==> config.mk <==
export PLATFORM = sky130hd
export DESIGN_NAME = rhd_spi_master_flat
export DESIGN_NICKNAME = d
export VERILOG_FILES = /design/src/rtl/rhd_pkg.sv /design/src/rtl/rhd_spi_master_if.sv /design/src/rtl/rhd_sclk_gen.sv /design/src/rtl/rhd_spi_master.sv /design/src/flat_wrapper.sv
export SDC_FILE = /design/constraint.sdc
export NUM_CORES = 1
export LEC_CHECK = 0
export ABC_AREA = 0
export CORE_MARGIN = 4
export CORE_UTILIZATION = 31
export DETAILED_ROUTE_END_ITERATION = 10
export GPL_TIMING_DRIVEN = 0
export PLACE_DENSITY_LB_ADDON = 0.15
export SLEW_MARGIN = 40
export SYNTH_ARGS = -nofsm -noshare
export SYNTH_HDL_FRONTEND = slang
export SYNTH_HIERARCHICAL = 1
export SYNTH_SLANG_ARGS = --single-unit
==> constraint.sdc <==
create_clock -name clk -period 6 [get_ports clk]
set_input_delay 1.2 -clock clk [delete_from_list [all_inputs] [get_ports clk]]
set_output_delay 1.2 -clock clk [all_outputs]
set_load 0.05 [all_outputs]
==> src/rtl/rhd_pkg.sv <==
// Shared constants, FSM state type and CONVERT command encoding for the
// Intan RHD SPI master.
package rhd_pkg;

  localparam int unsigned CMD_W              = 16;
  localparam logic [1:0]  OP_CONVERT         = 2'b00;
  localparam int unsigned DEF_HALF_SCLK      = 4;
  localparam int unsigned DEF_CS_HIGH_CYCLES = 16;
  localparam int unsigned DEF_SAMPLE_DELAY   = 2;
  localparam int unsigned DEF_NUM_CH         = 32;

  typedef enum logic [2:0] {
    ST_IDLE     = 3'd0,
    ST_CS_LEAD  = 3'd1,
    ST_SHIFT    = 3'd2,
    ST_CS_TRAIL = 3'd3,
    ST_CS_HIGH  = 3'd4
  } rhd_state_e;

  function automatic logic [CMD_W-1:0] convert_cmd(input logic [4:0] ch);
    return {OP_CONVERT, 1'b0, ch, 8'h00};
  endfunction

endpackage

==> src/rtl/rhd_spi_master_if.sv <==
// SPI pins to the RHD device plus the decoded sample stream leaving the master.
interface rhd_spi_master_if;

  logic        cs;
  logic        sclk;
  logic        mosi;
  logic        miso;
  logic [15:0] data_a;
  logic [15:0] data_b;
  logic [4:0]  data_ch;
  logic        data_valid;

  modport master (
    output cs, sclk, mosi, data_a, data_b, data_ch, data_valid,
    input  miso
  );

  modport slave (
    input  cs, sclk, mosi,
    output miso
  );

endinterface

==> src/rtl/rhd_sclk_gen.sv <==
// SCLK generator: 16 periods (32 halves, high half first) after a start pulse,
// with strokes marking the falling edge, both MISO sample points and the end.
module rhd_sclk_gen
  import rhd_pkg::*;
#(
  parameter int unsigned HALF_SCLK    = DEF_HALF_SCLK,
  parameter int unsigned SAMPLE_DELAY = DEF_SAMPLE_DELAY
) (
  input  logic clk,
  input  logic rst,
  input  logic start,
  output logic sclk,
  output logic fall,
  output logic sample_a,
  output logic sample_b,
  output logic last_half,
  output logic done
);

  localparam logic [3:0] HC_END    = 4'(HALF_SCLK - 1);
  localparam logic [3:0] HC_SAMPLE = 4'(SAMPLE_DELAY);
  localparam logic [4:0] HALF_LAST = 5'(2 * CMD_W - 1);

  logic       active_r;
  logic       sclk_r;
  logic [3:0] hcnt_r;
  logic [4:0] half_r;
  logic       hc_end_s;

  // Stroke decode; an even half index is the high half of a period
  always_comb begin
    hc_end_s  = (hcnt_r == HC_END);
    fall      = active_r && !half_r[0] && hc_end_s;
    sample_a  = active_r && !half_r[0] && (hcnt_r == HC_SAMPLE);
    sample_b  = active_r &&  half_r[0] && (hcnt_r == HC_SAMPLE);
    last_half = (half_r == HALF_LAST);
    done      = active_r && last_half && hc_end_s;
  end

  // Half-period counter and registered SCLK
  always_ff @(posedge clk or posedge rst) begin
    if (rst) begin
      active_r <= 1'b0;
      sclk_r   <= 1'b0;
      hcnt_r   <= 4'd0;
      half_r   <= 5'd0;
    end else if (start) begin
      active_r <= 1'b1;
      sclk_r   <= 1'b1;
      hcnt_r   <= 4'd0;
      half_r   <= 5'd0;
    end else if (active_r) begin
      if (hc_end_s) begin
        hcnt_r <= 4'd0;
        if (last_half) begin
          active_r <= 1'b0;
          sclk_r   <= 1'b0;
        end else begin
          half_r <= half_r + 5'd1;
          sclk_r <= half_r[0];
        end
      end else begin
        hcnt_r <= hcnt_r + 4'd1;
      end
    end
  end

  assign sclk = sclk_r;

endmodule

==> src/rtl/rhd_spi_master.sv <==
// RHD2000 SPI master: sweeps CONVERT(ch) over NUM_CH channels and returns the
// DDR result words, re-tagged for the device's two-frame pipeline.
module rhd_spi_master
  import rhd_pkg::*;
#(
  parameter int unsigned HALF_SCLK      = DEF_HALF_SCLK,
  parameter int unsigned CS_HIGH_CYCLES = DEF_CS_HIGH_CYCLES,
  parameter int unsigned SAMPLE_DELAY   = DEF_SAMPLE_DELAY,
  parameter int unsigned NUM_CH         = DEF_NUM_CH
) (
  input  logic             clk,
  input  logic             rst,
  input  logic             enable,
  output logic             busy,
  rhd_spi_master_if.master spi
);

  localparam logic [7:0] HALF_END = 8'(HALF_SCLK - 1);
  localparam logic [7:0] CSH_END  = 8'(CS_HIGH_CYCLES - 1);
  localparam logic [4:0] CH_MASK  = 5'(NUM_CH - 1);

  rhd_state_e       state_r, state_s;
  logic [7:0]       cnt_r;
  logic [4:0]       ch_r, ch_next_s;
  logic [CMD_W-1:0] cmd_sr_r, cmd_next_s;
  logic [1:0]       frames_r;
  logic             cs_r, busy_r, data_valid_r;
  logic [15:0]      sh_a_r, sh_b_r, data_a_r, data_b_r;
  logic [4:0]       data_ch_r;
  logic             frame_start_s, gen_start_s, cs_low_s, publish_s;
  logic             sclk_s, fall_s, sample_a_s, sample_b_s, last_half_s, done_s;

  rhd_sclk_gen #(
    .HALF_SCLK    (HALF_SCLK),
    .SAMPLE_DELAY (SAMPLE_DELAY)
  ) u_sclk_gen (
    .clk       (clk),
    .rst       (rst),
    .start     (gen_start_s),
    .sclk      (sclk_s),
    .fall      (fall_s),
    .sample_a  (sample_a_s),
    .sample_b  (sample_b_s),
    .last_half (last_half_s),
    .done      (done_s)
  );

  // Frame sequencing next-state logic
  always_comb begin
    state_s = state_r;
    case (state_r)
      ST_IDLE:     if (enable) state_s = ST_CS_LEAD; else state_s = ST_IDLE;
      ST_CS_LEAD:  if (cnt_r == HALF_END) state_s = ST_SHIFT; else state_s = ST_CS_LEAD;
      ST_SHIFT:    if (done_s) state_s = ST_CS_TRAIL; else state_s = ST_SHIFT;
      ST_CS_TRAIL: if (cnt_r == HALF_END) state_s = ST_CS_HIGH; else state_s = ST_CS_TRAIL;
      ST_CS_HIGH: begin
        if (cnt_r == CSH_END) begin
          if (enable) state_s = ST_CS_LEAD; else state_s = ST_IDLE;
        end else begin
          state_s = ST_CS_HIGH;
        end
      end
      default:     state_s = ST_IDLE;
    endcase
  end

  // Per-frame strobes; the channel sweep restarts at 0 when leaving IDLE
  always_comb begin
    frame_start_s = (state_s == ST_CS_LEAD) && (state_r != ST_CS_LEAD);
    gen_start_s   = (state_r == ST_CS_LEAD) && (state_s == ST_SHIFT);
    cs_low_s      = (state_s == ST_CS_LEAD) || (state_s == ST_SHIFT) ||
                    (state_s == ST_CS_TRAIL);
    if (state_r == ST_IDLE) ch_next_s = 5'd0;
    else                    ch_next_s = (ch_r + 5'd1) & CH_MASK;
    cmd_next_s = convert_cmd(ch_next_s);
    publish_s  = sample_b_s && last_half_s && (frames_r == 2'd2);
  end

  // State, command shifter, MISO capture and result publication
  always_ff @(posedge clk or posedge rst) begin
    if (rst) begin
      state_r      <= ST_IDLE;
      cnt_r        <= 8'd0;
      ch_r         <= 5'd0;
      frames_r     <= 2'd0;
      cmd_sr_r     <= '0;
      cs_r         <= 1'b1;
      busy_r       <= 1'b0;
      sh_a_r       <= 16'd0;
      sh_b_r       <= 16'd0;
      data_a_r     <= 16'd0;
      data_b_r     <= 16'd0;
      data_ch_r    <= 5'd0;
      data_valid_r <= 1'b0;
    end else begin
      state_r      <= state_s;
      cs_r         <= !cs_low_s;
      busy_r       <= (state_s != ST_IDLE);
      data_valid_r <= publish_s;
      if ((state_s != state_r) || (state_s == ST_IDLE)) cnt_r <= 8'd0;
      else                                              cnt_r <= cnt_r + 8'd1;
      if (frame_start_s) begin
        ch_r     <= ch_next_s;
        cmd_sr_r <= cmd_next_s;
      end else if (fall_s) begin
        cmd_sr_r <= {cmd_sr_r[CMD_W-2:0], 1'b0};
      end
      // Results lag the issued channel by two frames inside the device
      if (frame_start_s && (state_r == ST_IDLE)) frames_r <= 2'd0;
      else if (done_s && (frames_r != 2'd2))     frames_r <= frames_r + 2'd1;
      if (sample_a_s) sh_a_r <= {sh_a_r[14:0], spi.miso};
      if (sample_b_s) sh_b_r <= {sh_b_r[14:0], spi.miso};
      if (publish_s) begin
        data_a_r  <= sh_a_r;
        data_b_r  <= {sh_b_r[14:0], spi.miso};
        data_ch_r <= (ch_r - 5'd2) & CH_MASK;
      end
    end
  end

  assign spi.cs         = cs_r;
  assign spi.sclk       = sclk_s;
  assign spi.mosi       = cmd_sr_r[CMD_W-1];
  assign spi.data_a     = data_a_r;
  assign spi.data_b     = data_b_r;
  assign spi.data_ch    = data_ch_r;
  assign spi.data_valid = data_valid_r;
  assign busy           = busy_r;

endmodule

==> src/flat_wrapper.sv <==
// flat-port wrapper written by rule: the top's interface ports become plain ports
module rhd_spi_master_flat import rhd_pkg::*;
#(
  parameter int unsigned HALF_SCLK      = DEF_HALF_SCLK,
  parameter int unsigned CS_HIGH_CYCLES = DEF_CS_HIGH_CYCLES,
  parameter int unsigned SAMPLE_DELAY   = DEF_SAMPLE_DELAY,
  parameter int unsigned NUM_CH         = DEF_NUM_CH
)
  (clk, rst, enable, busy, spi_cs, spi_sclk, spi_mosi, spi_data_a, spi_data_b, spi_data_ch, spi_data_valid, spi_miso);
  rhd_spi_master_if spi_i ();
  input  logic clk;
  input  logic rst;
  input  logic enable;
  output logic busy;
  output wire logic [$bits(spi_i.cs)-1:0] spi_cs;
  output wire logic [$bits(spi_i.sclk)-1:0] spi_sclk;
  output wire logic [$bits(spi_i.mosi)-1:0] spi_mosi;
  output wire logic [$bits(spi_i.data_a)-1:0] spi_data_a;
  output wire logic [$bits(spi_i.data_b)-1:0] spi_data_b;
  output wire logic [$bits(spi_i.data_ch)-1:0] spi_data_ch;
  output wire logic [$bits(spi_i.data_valid)-1:0] spi_data_valid;
  input wire logic [$bits(spi_i.miso)-1:0] spi_miso;
  assign spi_cs = spi_i.cs;
  assign spi_sclk = spi_i.sclk;
  assign spi_mosi = spi_i.mosi;
  assign spi_data_a = spi_i.data_a;
  assign spi_data_b = spi_i.data_b;
  assign spi_data_ch = spi_i.data_ch;
  assign spi_data_valid = spi_i.data_valid;
  assign spi_i.miso = spi_miso;
  rhd_spi_master #(.HALF_SCLK(HALF_SCLK), .CS_HIGH_CYCLES(CS_HIGH_CYCLES), .SAMPLE_DELAY(SAMPLE_DELAY), .NUM_CH(NUM_CH)) u_core (.clk(clk), .rst(rst), .enable(enable), .busy(busy), .spi(spi_i));
endmodule
==> key figures <==
Synth
  • Most common flop cell mapped by yosys: dfrtp_1
  • Post-synthesis net count: 367
  • Synth cell count leaders: dfrtp_1 (107), mux2_2 (64), nor2_1 (31), inv_1 (14), nand2_1 (14)
  • Netlist cell types: 52
  • Synth warn: 6
  • Post-synth ARST share: 100%
  • Post-synth EDFFs: 0
  • Synth area leader: dfrtp_1
  • Sequential cell area fraction in the yosys report: 58.8%
  • Mean area per synthesized cell: 13.0 um2
  • Main area contributors after synthesis: dfrtp_1 (58%), mux2_2 (16%), ha_1 (2.7%)
  • Most frequent cell after synthesis: dfrtp_1
  • Synth Cell Area: 4600 um2
  • Top-area cell type share of the netlist area: 58.2%
  • Flops & latches, synth: 108
  • Mapped Cells: 353

Layout
  • Register Area: 2700 um2
  • Final Core Density: 38.5%
  • # fillers: 1442
  • Syn-to-layout area delta: 21.5%
  • # nets final: 424
  • Share of layout cells above drive strength 1: 23.1%
  • Ant diodes: 0
  • Multi-input logic area: 1760 um2

Worst setup path
  • Reg2Reg Setup Slack: 3.55 ns
  • Worst r2r path cells: 6
  • CP Cell Sequence: clkdlybuf4s50_1
  • CP Max Fanout: 1
  • Critical-path top delay cell: clkdlybuf4s50_1
  • Crit. End Element: output port
  • FF-to-FF End: u_core/u_sclk_gen/half_r[2]
  • Startpoint Class: flip-flop
  • CP max stage delay: 0.79 ns
  • FF-to-FF Start: u_core/cnt_r[4]
  • Crit Path Class: flip-flop to output port
  • CP Data Arrival Time: roughly 1.7 ns
  • Delay-heaviest family, CP: buffers and inverters
  • Data required time of the worst path: between 4 and 5 ns
  • Buf/Inv on CP: 1

Power and ir drop
  • Sw power: 292 uW
  • Sw Share: approximately 22%
  • Leakage power: 2.51 nW
  • Internal power: 1.02 mW
  • Cell Pwr Density: 235 nW/um2
  • Part of the power in registers: 55.9%
  • Clock power share: 42.2%
  • Peak VDD IR: approximately 0.11 mV
  • Combinational power share: 1.9%

Clock network
  • H-Tree Depth: 3
  • CTS clk-pin slew, worst paths: 0.07 ns
  • CTS resizes: 0
  • Cts hold-fix bufs: 0
  • TritonCTS clock tree: yes
  • Total CTS buffers: 9
  • Clk_lat worst skew: 0.34 ns
  • CTS root buf: clkbuf_16
  • Clock sinks: ~110
  • Postcts setup bufs: 0
  • Clk buf depth: 2

Hold path
  • Worst hold start: u_core/cnt_r[0]
  • Worst Hold Path EP: u_core/cnt_r[0]
  • Hold Path Depth: 1
  • Min-delay worst type: flip-flop to flip-flop

GRT
  • Grt ovf: 0
  • Initial antenna violation count: 0
  • Number of global-route vias before repair: just under 3000
  • Total GRT Usage: between 10% and 20%
  • Largest net degree at the start of global routing: 68
  • First-pass GRT wire length: about 15000 um

STA
  • Tmin final: between 2 and 3 ns
  • RSZ-0062 raised after global routing: no
  • Relative slew slack: 52.2%
  • Final hold violations: 0
  • Slew @ Worst Pin: roughly 0.7 ns
  • # setup viols final: 0
  • F_max: 349 MHz
  • Final Max Slew Viols: 0
  • Clock skew: around 0.0091 ns
  • TNS Setup: 0 ns
  • Fin crit share: 47.7%

Detailed routing
  • Antenna-violating nets left: 0
  • Vias/cell: between 4 and 5
  • Final wirelength: around 8500 um
  • DRC Markers: 0
  • Initial DRT Pass Iterations: 4
  • DR vias: between 2000 and 3000
  • DR iter-0 viols: 141
  • WL/cell: around 14 um

Floorplan
  • DIE WIDTH: 130 um
  • Die Span Y: 130 um
  • Num ports: 46
  • Initial Util: roughly a third
  • Rows: 44
  • Core ar.: 14500 um2
  • Die footprint: 16800 um2

Place
  • Hpwl dp: between 5000 and 6000 um
  • RePlAce Congestion: 0.746
  • # port buffers: 45

Run
  • Max Cap Violations: 0

Outcome
  • Outcome: completed
==> cells in the final DEF (no fill, tap or decap), types with 2 or more instances in the layout <==
master,synthesis,routed
xor2_1,8,8
dfrtp_1,107,107
nor3_1,3,3
clkdlybuf4s50_1,0,45
a21oi_1,5,5
nand4_1,4,4
clkbuf_1,11,11
xnor2_1,7,7
and3_1,4,4
a2bb2oi_1,2,2
clkinv_2,0,3
buf_6,2,2
nor3b_1,2,2
nor2b_1,2,2
nand3_1,11,11
o21ai_0,9,9
mux2i_1,7,7
a21o_1,3,3
inv_8,0,2
nand2_1,14,14
inv_1,14,13
nor2_1,31,31
clkinvlp_4,0,2
buf_1,3,3
mux2_2,64,64
clkbuf_16,0,9
ha_1,10,10
==> stage by stage <==
stage | setup slack, ns | hold slack, ns | total power, mW | area, um2 | cells
finish | 3.14 | 0.455 | 1.31 | 5590 | 599
global route | 3.09 | 0.476 | 1.37 | 5590 | 599
CTS | 3.11 | 0.460 | 1.34 | 5590 | 599
detailed placement | 3.20 | 0.451 | 0.775 | 5320 | 583
global placement | 0.635 | 0.446 | 0.772 | 5280 | 582
floorplan | 2.27 | 0.425 | 0.763 | 4600 | 353
==> cells by family after synthesis <==
kind of cell / share of synthesized area [%]
AOI/OAI and AO/OA: 5.85
buffers and inverters: 2.94
and+or+nand+nor: 9.41
xor gates and xnor gates: 2.86
muxes: 17.4
DFF: 58.8
adders and majority gates: 2.72
==> registers in the layout, summed over array words and instances (netlist names), 5 cells and up <==
register	cells
u_core/spi.data_b	16
u_core/sh_b_r	15
u_core/spi.data_ch	5
u_core/spi.data_a	16
u_core/sh_a_r	16
u_core/u_sclk_gen/half_r	5
u_core/cmd_sr_r	8
u_core/cnt_r	8
u_core/ch_r	5
==> power groups by stage <==
stage               sequential, mW  clock, mW  combinational [mW]
CTS                          0.734      0.579              0.0268
floorplan                    0.749          0              0.0144
finish                       0.734      0.555              0.0250
global route                 0.735      0.608              0.0295
detailed placement           0.749          0              0.0268
global placement             0.749          0              0.0235
==> worst max-delay path by stage <==
stage	slack, ns	from	cells after the start	end
after floorplan	2.27	rst	1	u_core/busy
after CTS	3.11	u_core/spi.cs	1	spi_cs
after global placement	0.64	rst	2	u_core/spi.data_ch[0]
after global routing	3.09	u_core/spi.cs	1	spi_cs
after detailed placement	3.20	enable	5	u_core/cmd_sr_r[11]
final	3.14	u_core/spi.cs	1	spi_cs
==> area by class of cell <==
| cell class | count | area share (%) |
|---|---|---|
| flip-flops and latches | 108 | 48.4 |
| multi-input cells | 214 | 31.5 |
| repair buffers | 46 | 8.55 |
| well taps | 184 | 4.12 |
| clock buffers | 9 | 4.03 |
| plain buffers | 17 | 1.48 |
| inverters | 14 | 1.07 |
| clock inverters | 7 | 0.895 |
==> layer usage <==
layer	global-route usage [%]	routed length [um]	part of all wire (%)	up-vias
met5	0	0	0	-
met4	5.56	175	2.1	0
met3	2.91	330	3.9	12
met2	15.5	3650	43	36
met1	15.5	4300	51	1385
li1	-	-	-	1346
Note: power is estimated with default switching activity, not from simulation.
